<file path="src/rtl/gcd_pkg.sv">
// Shared definitions for the GCD core: controller state encoding and default operand width.
package gcd_pkg;

  localparam int unsigned DefaultWidth = 8;

  // Encoding 2'd3 is unused and recovers to StIdle.
  typedef enum logic [1:0] {
    StIdle = 2'd0,
    StRun  = 2'd1,
    StDone = 2'd2
  } gcd_state_e;

endpackage

</file>
<file path="src/rtl/gcd_cmp.sv">
// Magnitude comparator for the GCD datapath: exactly one of eq/lt/gt is high.
module gcd_cmp #(
  parameter int unsigned WIDTH = 8
) (
  input  logic [WIDTH-1:0] x_in,
  input  logic [WIDTH-1:0] y_in,
  output logic             eq_out,
  output logic             lt_out,
  output logic             gt_out
);

  always_comb begin
    eq_out = (x_in == y_in);
    lt_out = (x_in < y_in);
    gt_out = (x_in > y_in);
  end

endmodule

</file>
<file path="src/rtl/gcd_sequencer.sv">
// GCD by repeated subtraction with valid/ready handshakes; one operation in flight at a time.
module gcd_sequencer
  import gcd_pkg::*;
#(
  parameter int unsigned WIDTH = DefaultWidth
) (
  input  logic             clk,
  input  logic             rst,
  input  logic             in_valid,
  output logic             in_ready,
  input  logic [WIDTH-1:0] a_in,
  input  logic [WIDTH-1:0] b_in,
  output logic             out_valid,
  input  logic             out_ready,
  output logic [WIDTH-1:0] gcd_out,
  output logic             zero_flag,
  output logic [WIDTH-1:0] iter_cnt
);

  gcd_state_e       state_q, state_d;
  logic [WIDTH-1:0] x_q, x_d;
  logic [WIDTH-1:0] y_q, y_d;
  logic [WIDTH-1:0] gcd_q, gcd_d;
  logic [WIDTH-1:0] iter_q, iter_d;
  logic             zero_q, zero_d;
  logic             eq, lt, gt;

  gcd_cmp #(
    .WIDTH(WIDTH)
  ) u_cmp (
    .x_in  (x_q),
    .y_in  (y_q),
    .eq_out(eq),
    .lt_out(lt),
    .gt_out(gt)
  );

  always_comb begin
    state_d = state_q;
    x_d     = x_q;
    y_d     = y_q;
    gcd_d   = gcd_q;
    iter_d  = iter_q;
    zero_d  = zero_q;
    case (state_q)
      StIdle: begin
        if (in_valid) begin
          x_d    = a_in;
          y_d    = b_in;
          iter_d = '0;
          if (a_in == '0 || b_in == '0) begin
            // gcd(n,0) = n, and gcd(0,0) is reported as 0.
            gcd_d   = a_in | b_in;
            zero_d  = 1'b1;
            state_d = StDone;
          end else begin
            zero_d  = 1'b0;
            state_d = StRun;
          end
        end
      end
      StRun: begin
        if (gt) begin
          x_d    = x_q - y_q;
          iter_d = iter_q + WIDTH'(1);
        end else if (lt) begin
          y_d    = y_q - x_q;
          iter_d = iter_q + WIDTH'(1);
        end else if (eq) begin
          gcd_d   = x_q;
          state_d = StDone;
        end
      end
      StDone: begin
        if (out_ready) state_d = StIdle;
      end
      default: state_d = StIdle;
    endcase
  end

  always_ff @(posedge clk) begin
    if (rst) begin
      state_q <= StIdle;
      x_q     <= '0;
      y_q     <= '0;
      gcd_q   <= '0;
      iter_q  <= '0;
      zero_q  <= 1'b0;
    end else begin
      state_q <= state_d;
      x_q     <= x_d;
      y_q     <= y_d;
      gcd_q   <= gcd_d;
      iter_q  <= iter_d;
      zero_q  <= zero_d;
    end
  end

  always_comb begin
    in_ready  = (state_q == StIdle);
    out_valid = (state_q == StDone);
    gcd_out   = gcd_q;
    zero_flag = zero_q;
    iter_cnt  = iter_q;
  end

endmodule

</file>
<file path="config.mk">
export PLATFORM = sky130hd
export DESIGN_NAME = gcd_sequencer
export DESIGN_NICKNAME = d
export VERILOG_FILES = /design/src/rtl/gcd_pkg.sv /design/src/rtl/gcd_cmp.sv /design/src/rtl/gcd_sequencer.sv
export SDC_FILE = /design/constraint.sdc
export NUM_CORES = 1
export LEC_CHECK = 0
export ABC_AREA = 1
export BUFFER_PORTS_ARGS = -buffer_cell sky130_fd_sc_hd__buf_2
export CORE_MARGIN = 2
export CORE_UTILIZATION = 52
export DETAILED_ROUTE_END_ITERATION = 8
export PLACE_DENSITY = 0.8
export RECOVER_POWER = 25
export SYNTH_ARGS = -nofsm -noshare
export SYNTH_HDL_FRONTEND = slang
export SYNTH_SLANG_ARGS = --single-unit
export TNS_END_PERCENT = 1
</file>
<file path="constraint.sdc">
create_clock -name clk -period 2 [get_ports clk]
set_input_delay 0.1 -clock clk [delete_from_list [all_inputs] [get_ports clk]]
set_output_delay 0.1 -clock clk [all_outputs]
set_load 0.1 [all_outputs]
</file>
==> flow_summary.ini, run 1 <==
[cts]
clock_latency_ns = 0.30
cts.sinks = 35
cts_root_buf = clkbuf_8
cts_tree = done
clk_pin_slew_worst_paths_ns = 0.07
hold_buffers = 0
htreeDepth = 2
clk_path_buf_depth = 2
numCtsBuffers = 5

[worst_hold_path]
hold_depth = 4
hp-class = in -> reg

[finish]
syn_to_final_growth_pct = 25.8
antenna_cells = 0
layout.nets = 505
drive_gt1_share_pct = 25.1
fillers = 416

[critical_path]
crit_required_ns = 2.19
reg2reg_depth = 15
worstPathArrival_ns = 2.18
critPathLaunchType = flip-flop
worstSetupPathType = reg -> reg
end_kind = flip-flop
path_max_fanout = 6

[routing]
drt-total-wl_mm = 7.29
drcViolationCount = 0
num_vias = 2779
dr.pass1.iters = 5
viasPerCell = 5.20
routedWlPerCell_um = 13.6
drt_iter0_markers = 223
ant_nets = 0

[timing]
maxSlewHeadroom_pct = 22.1
max_freq_ghz = 0.502
hold_viol = 0
finalCriticalPeriod_ns = 1.99
slew_viol_final = 0
min_period_over_period_pct = 99.6
tightestPinTransition_ns = 1.17
rsz0062_at_grt = yes
setup_viol = 0
finClkSkew_ns = 0.0101
fin_worst_hold_slack_ns = 0.0859
finalSetupTns_ns = 0

[placed_design]
dpl.hpwl_mm = 5.20
io_buffers = 38
gp_congestion = 0.868

[global_route]
grt_pass1_wl_mm = 11.0
antenna_found_initial = 0
grt_pass1_vias = 2537
overflow = 0
grt.total_usage_pct = 25.9
grt_max_degree = 35

[floorplanning]
io_pins = 39
die_h_um = 74.7
initial_core_util_pct = 54.6
die_area_um2 = 5570
die_x_um = 74.7
core_um2 = 4750
placementRows = 25

[logic_synthesis]
ys_seq_area_share_pct = 27.0
synth_top_area_share_pct = 27.0
syn_inst = 410
netlist_area_um2 = 2600
avgSynthCellArea_um2 = 6.33
synthDistinctLibCells = 31
yosys_warnings = 0
synth.area.top_cells = dfxtp_1 (27%), nand2_1 (17%), nor2_1 (9.0%)
synthesis.nets = 448
synth_area_leader_cell = dfxtp_1
ys_ff_latch = 35

[run]
drv_cap = 0

[outcome]
status = finished clean

[power]
p_leak_nw = 1.63
powerDensity_nw_per_um2 = 1950
irDropWorstVdd_mv = 1.08
==> state kept, by name, indices dropped and copies added (netlist names) <==
register and cells:
gcd_out 8, iter_cnt 8, state_q 2, x_q 8
y_q 8, zero_flag 1
==> layer usage <==
layer	vias up	GRT usage (%)	part of all wire, %
met5	-	0	0
met2	94	43.1	49
met3	10	3.75	6.2
li1	1397	-	-
met1	1278	34.2	44
met4	0	9.52	1.3
==> kinds of logic after synthesis <==
| family | after synthesis | synth area share (%) |
|---|---|---|
| flip-flops | 35 | 27.0 |
| XOR/XNOR | 6 | 2.02 |
| AND/OR/NAND/NOR | 240 | 41.5 |
| buffers and inverters | 63 | 10.2 |
| adder cells (fa/ha/maj) | 18 | 9.25 |
| AO/OA/AOI/OAI | 48 | 10.0 |
==> synth_stat cells, drive strengths merged <==
master / instances
a21oi: 18
buf: 8
clkbuf: 5
clkinv: 1
dfxtp: 35
fa: 2
ha: 16
inv: 49
nand2: 125
nand3: 20
nand3b: 3
nand4: 9
nor2: 81
nor3: 1
o211ai: 7
o21ai: 22
o21bai: 1
or2: 1
xnor2: 2
xor2: 4
==> through the flow <==
step                      instances  area [µm²]  power [mW]  utilization [%]  setup slack (ns)
after CTS                       529        3080        5.83             64.8           -0.0254
after global routing            534        3270        6.87             68.7           -0.0846
after floorplan                 410        2600        4.20                -           -0.0131
final                           534        3270        6.38             68.7           0.00786
after detailed placement        522        2980        5.22             62.6           -0.0889
after global placement          522        2980        5.12             62.6           -0.0157
==> final cells by class <==
class,count,area (µm²),area share (%)
Timing Repair Buffer,63,400,12.3
Inverter,50,188,5.75
Clock inverter,1,5.00,0.153
Tap cell,67,83.8,2.57
Clock buffer,6,82.6,2.53
Multi-Input combinational cell,312,1800,55.2
Sequential cell,35,704,21.6
==> what timing repair did <==
item                       CTS  global route
gates resized for setup      5            33
buffers inserted             0             5
setup endpoints to repair   31            34
pin swaps                    0             8
==> power by group <==
| part | internal, mW | switching (mW) |
|---|---|---|
| logic | 1.71 | 3.07 |
| registers | 0.897 | 0.165 |
| clock network | 0.271 | 0.271 |
==> critical path: stages (launching register included) <==
cell and delay (ns):
dfxtp_2 0.34, inv_2 0.05, ha_4 0.16, fa_2 0.37
inv_2 0.08, nand3_2 0.08, nand2_2 0.10, nand2_4 0.08
nand2_4 0.08, nand2_4 0.08, nand2_4 0.10, nor2_8 0.05
buf_6 0.11, buf_6 0.11, nor2_4 0.09, nor2_2 0.03
==> worst paths after layout <==
kind                                 from                 endpoint  slack, ns
setup / recovery      x_q[0]$_SDFFE_PP0P_  state_q[1]$_SDFFE_PP0P_      0.008
setup reg to reg      x_q[0]$_SDFFE_PP0P_  state_q[1]$_SDFFE_PP0P_      0.008
hold reg to reg   gcd_out[4]$_SDFFE_PP0P_  gcd_out[4]$_SDFFE_PP0P_       0.50
hold / removal                  out_ready  state_q[1]$_SDFFE_PP0P_       0.09
==> placed cells by master, fill, tap and decap left out, types with 3 or more instances in the layout <==
cell type  netlist  routed
nor2_4           0       3
nand2_1        117     111
nor2_2          18      17
ha_4             0       6
clkbuf_8         0       6
nand3_1         19      17
buf_2            2      27
nand2_4          3       6
inv_1           46      44
nand2_2          5       8
clkbuf_1         5      11
dfxtp_2          0       3
nand4_1          9       9
buf_4            2      20
o211ai_1         7       7
nor2_1          62      60
ha_1            16      10
buf_6            1       3
xor2_1           4       4
a21oi_1         18      15
inv_2            3       5
o21ai_0         22      22
dfxtp_1         35      32
No activity file was read; power rests on OpenSTA's default activity.
==> run 2: changes to the inputs <==
- CORE_UTILIZATION: 52 -> 45
- PLACE_DENSITY: 0.8 -> 0.71
==> run 2 against run 1 <==
Net effect:
- clock-buffer cell count unchanged
- maximum frequency increased by 2.3%
- via count rose by 2.2%
- utilization down 8.3 points
- critical path type unchanged
- highest routed layer unchanged
- final cell count increased by 1.9%
- clock power increased by 0.7%
==> flow_summary.ini, run 2 (synthesis results as in run 1) <==
[outcome]
status = finished clean

[global_route]
overflow = 0
grt.total_usage_pct = 23.3
antenna_found_initial = 0
grt_max_degree = 20
grt_pass1_vias = 2613
grt_pass1_wl_mm = 11.8

[cts]
cts.sinks = 35
cts_tree = done
clk_pin_slew_worst_paths_ns = 0.08
htreeDepth = 2
hold_buffers = 0
clk_path_buf_depth = 2
clock_latency_ns = 0.30
numCtsBuffers = 5
cts_root_buf = clkbuf_8

[power]
p_leak_nw = 1.66
powerDensity_nw_per_um2 = 1980
p_total_mw = 6.64
irDropWorstVdd_mv = 1.06

[placed_design]
dpl.cell_count = 531
gp_congestion = 0.892
io_buffers = 38
place_area_um2 = 2990
dpl.hpwl_mm = 5.23

[finish]
syn_to_final_growth_pct = 28.8
multi_input_area_um2 = 1870
final_cell_mix = nand2_1 (109), nor2_1 (56), inv_1 (43), dfxtp_1 (31), buf_2 (30)
finalInstanceArea_um2 = 3340
fillers = 526
layout.nets = 510
antenna_cells = 0
final_common_cell = nand2_1
regArea_um2 = 706
fin_util_pct = 60.4
fin_cells = 544
drive_gt1_share_pct = 28.4

[critical_path]
worstPathArrival_ns = 2.14
critPathLaunchType = flip-flop
end_kind = flip-flop
crit_required_ns = 2.19
path_max_fanout = 5
worstSetupPathType = reg -> reg

[timing]
finalCriticalPeriod_ns = 1.95
min_period_over_period_pct = 97.3
finClkSkew_ns = 0.00894
max_freq_ghz = 0.514
maxSlewHeadroom_pct = 22.0
tightestPinTransition_ns = 1.18
setup_viol = 0
slew_viol_final = 0
rsz0062_at_grt = yes
hold_viol = 0

[floorplanning]
die_h_um = 80.0
die_area_um2 = 6390
core_um2 = 5540
io_pins = 39
die_x_um = 80.0
initial_core_util_pct = 46.9
placementRows = 27

[routing]
viasPerCell = 5.22
drt_iter0_markers = 207
num_vias = 2839
dr.pass1.iters = 5
ant_nets = 0
drt-total-wl_mm = 7.55
drcViolationCount = 0
routedWlPerCell_um = 13.9

[run]
drv_cap = 0

[worst_hold_path]
hp-class = in -> reg
[run 2: changes by cell type in the layout (fill, tap and decap cells not counted), moves of 3 or more]
cell,before,now
nor2_2,17,20
nor2_1,60,56
buf_4,20,26
o21ai_1,0,3
o21ai_0,22,19
buf_2,27,30
[run 2: worst paths after layout]
check,startpoint,endpoint,slack [ns],cells after the start
max,x_q[0]$_SDFFE_PP0P_,x_q[6]$_SDFFE_PP0P_,0.05,14
min,rst,state_q[1]$_SDFFE_PP0P_,0.08,2
max reg2reg,x_q[0]$_SDFFE_PP0P_,x_q[6]$_SDFFE_PP0P_,0.05,14
min reg2reg,gcd_out[6]$_SDFFE_PP0P_,gcd_out[6]$_SDFFE_PP0P_,0.51,2
[run 2: power by group]
| part | leakage [nW] | switching [mW] | internal (mW) | total (mW) |
|---|---|---|---|---|
| logic | 1.32 | 3.22 | 1.80 | 5.02 |
| registers | 0.289 | 0.171 | 0.898 | 1.07 |
| clock network | 0.0470 | 0.276 | 0.271 | 0.546 |
[run 2: per-stage QoR]
step / setup TNS [ns] / hold WS [ns] / setup WS, ns
finish: 0 / 0.0782 / 0.0531
global route: -0.276 / 0.0939 / -0.0466
CTS: 0 / 0.0855 / 0.00459
detailed placement: -0.215 / 0.394 / -0.0713
global placement: 0 / 0.388 / 0.0163
floorplan: -0.0310 / 0.328 / -0.0131
[run 2: worst max-delay path: stages (launching register included)]
cell	delay, ns
dfxtp_2	0.34
inv_2	0.05
ha_4	0.16
fa_2	0.40
inv_2	0.06
nand3_2	0.06
nand2_2	0.09
nand2_4	0.07
nand2_4	0.10
nand2_8	0.08
nand2_4	0.09
buf_6	0.14
nand2_2	0.06
a21oi_2	0.10
nor2_1	0.05
[run 2: timing repair]
| action | in CTS | in global routing |
|---|---|---|
| pin swaps | 1 | 10 |
| setup buffers | 3 | 1 |
| gates resized for setup | 7 | 46 |
| endpoints found under the setup margin | 15 | 33 |
| gates cloned | 0 | 2 |
[run 2: area by class of cell]
class | count | share of cell area [%]
Multi-Input combinational cell | 313 | 56.0
Sequential cell | 35 | 21.1
Timing Repair Buffer | 67 | 12.0
Inverter | 50 | 5.61
Tap cell | 72 | 2.69
Clock buffer | 6 | 2.47
Clock inverter | 1 | 0.150
[run 2: per-layer routing]
metal	vias to the layer above	global-route usage (%)	wire length [µm]
met5	-	0	0
met4	0	5.42	143
li1	1415	-	-
met3	17	4.75	489
met1	1292	30.4	3370
met2	115	39.4	3550
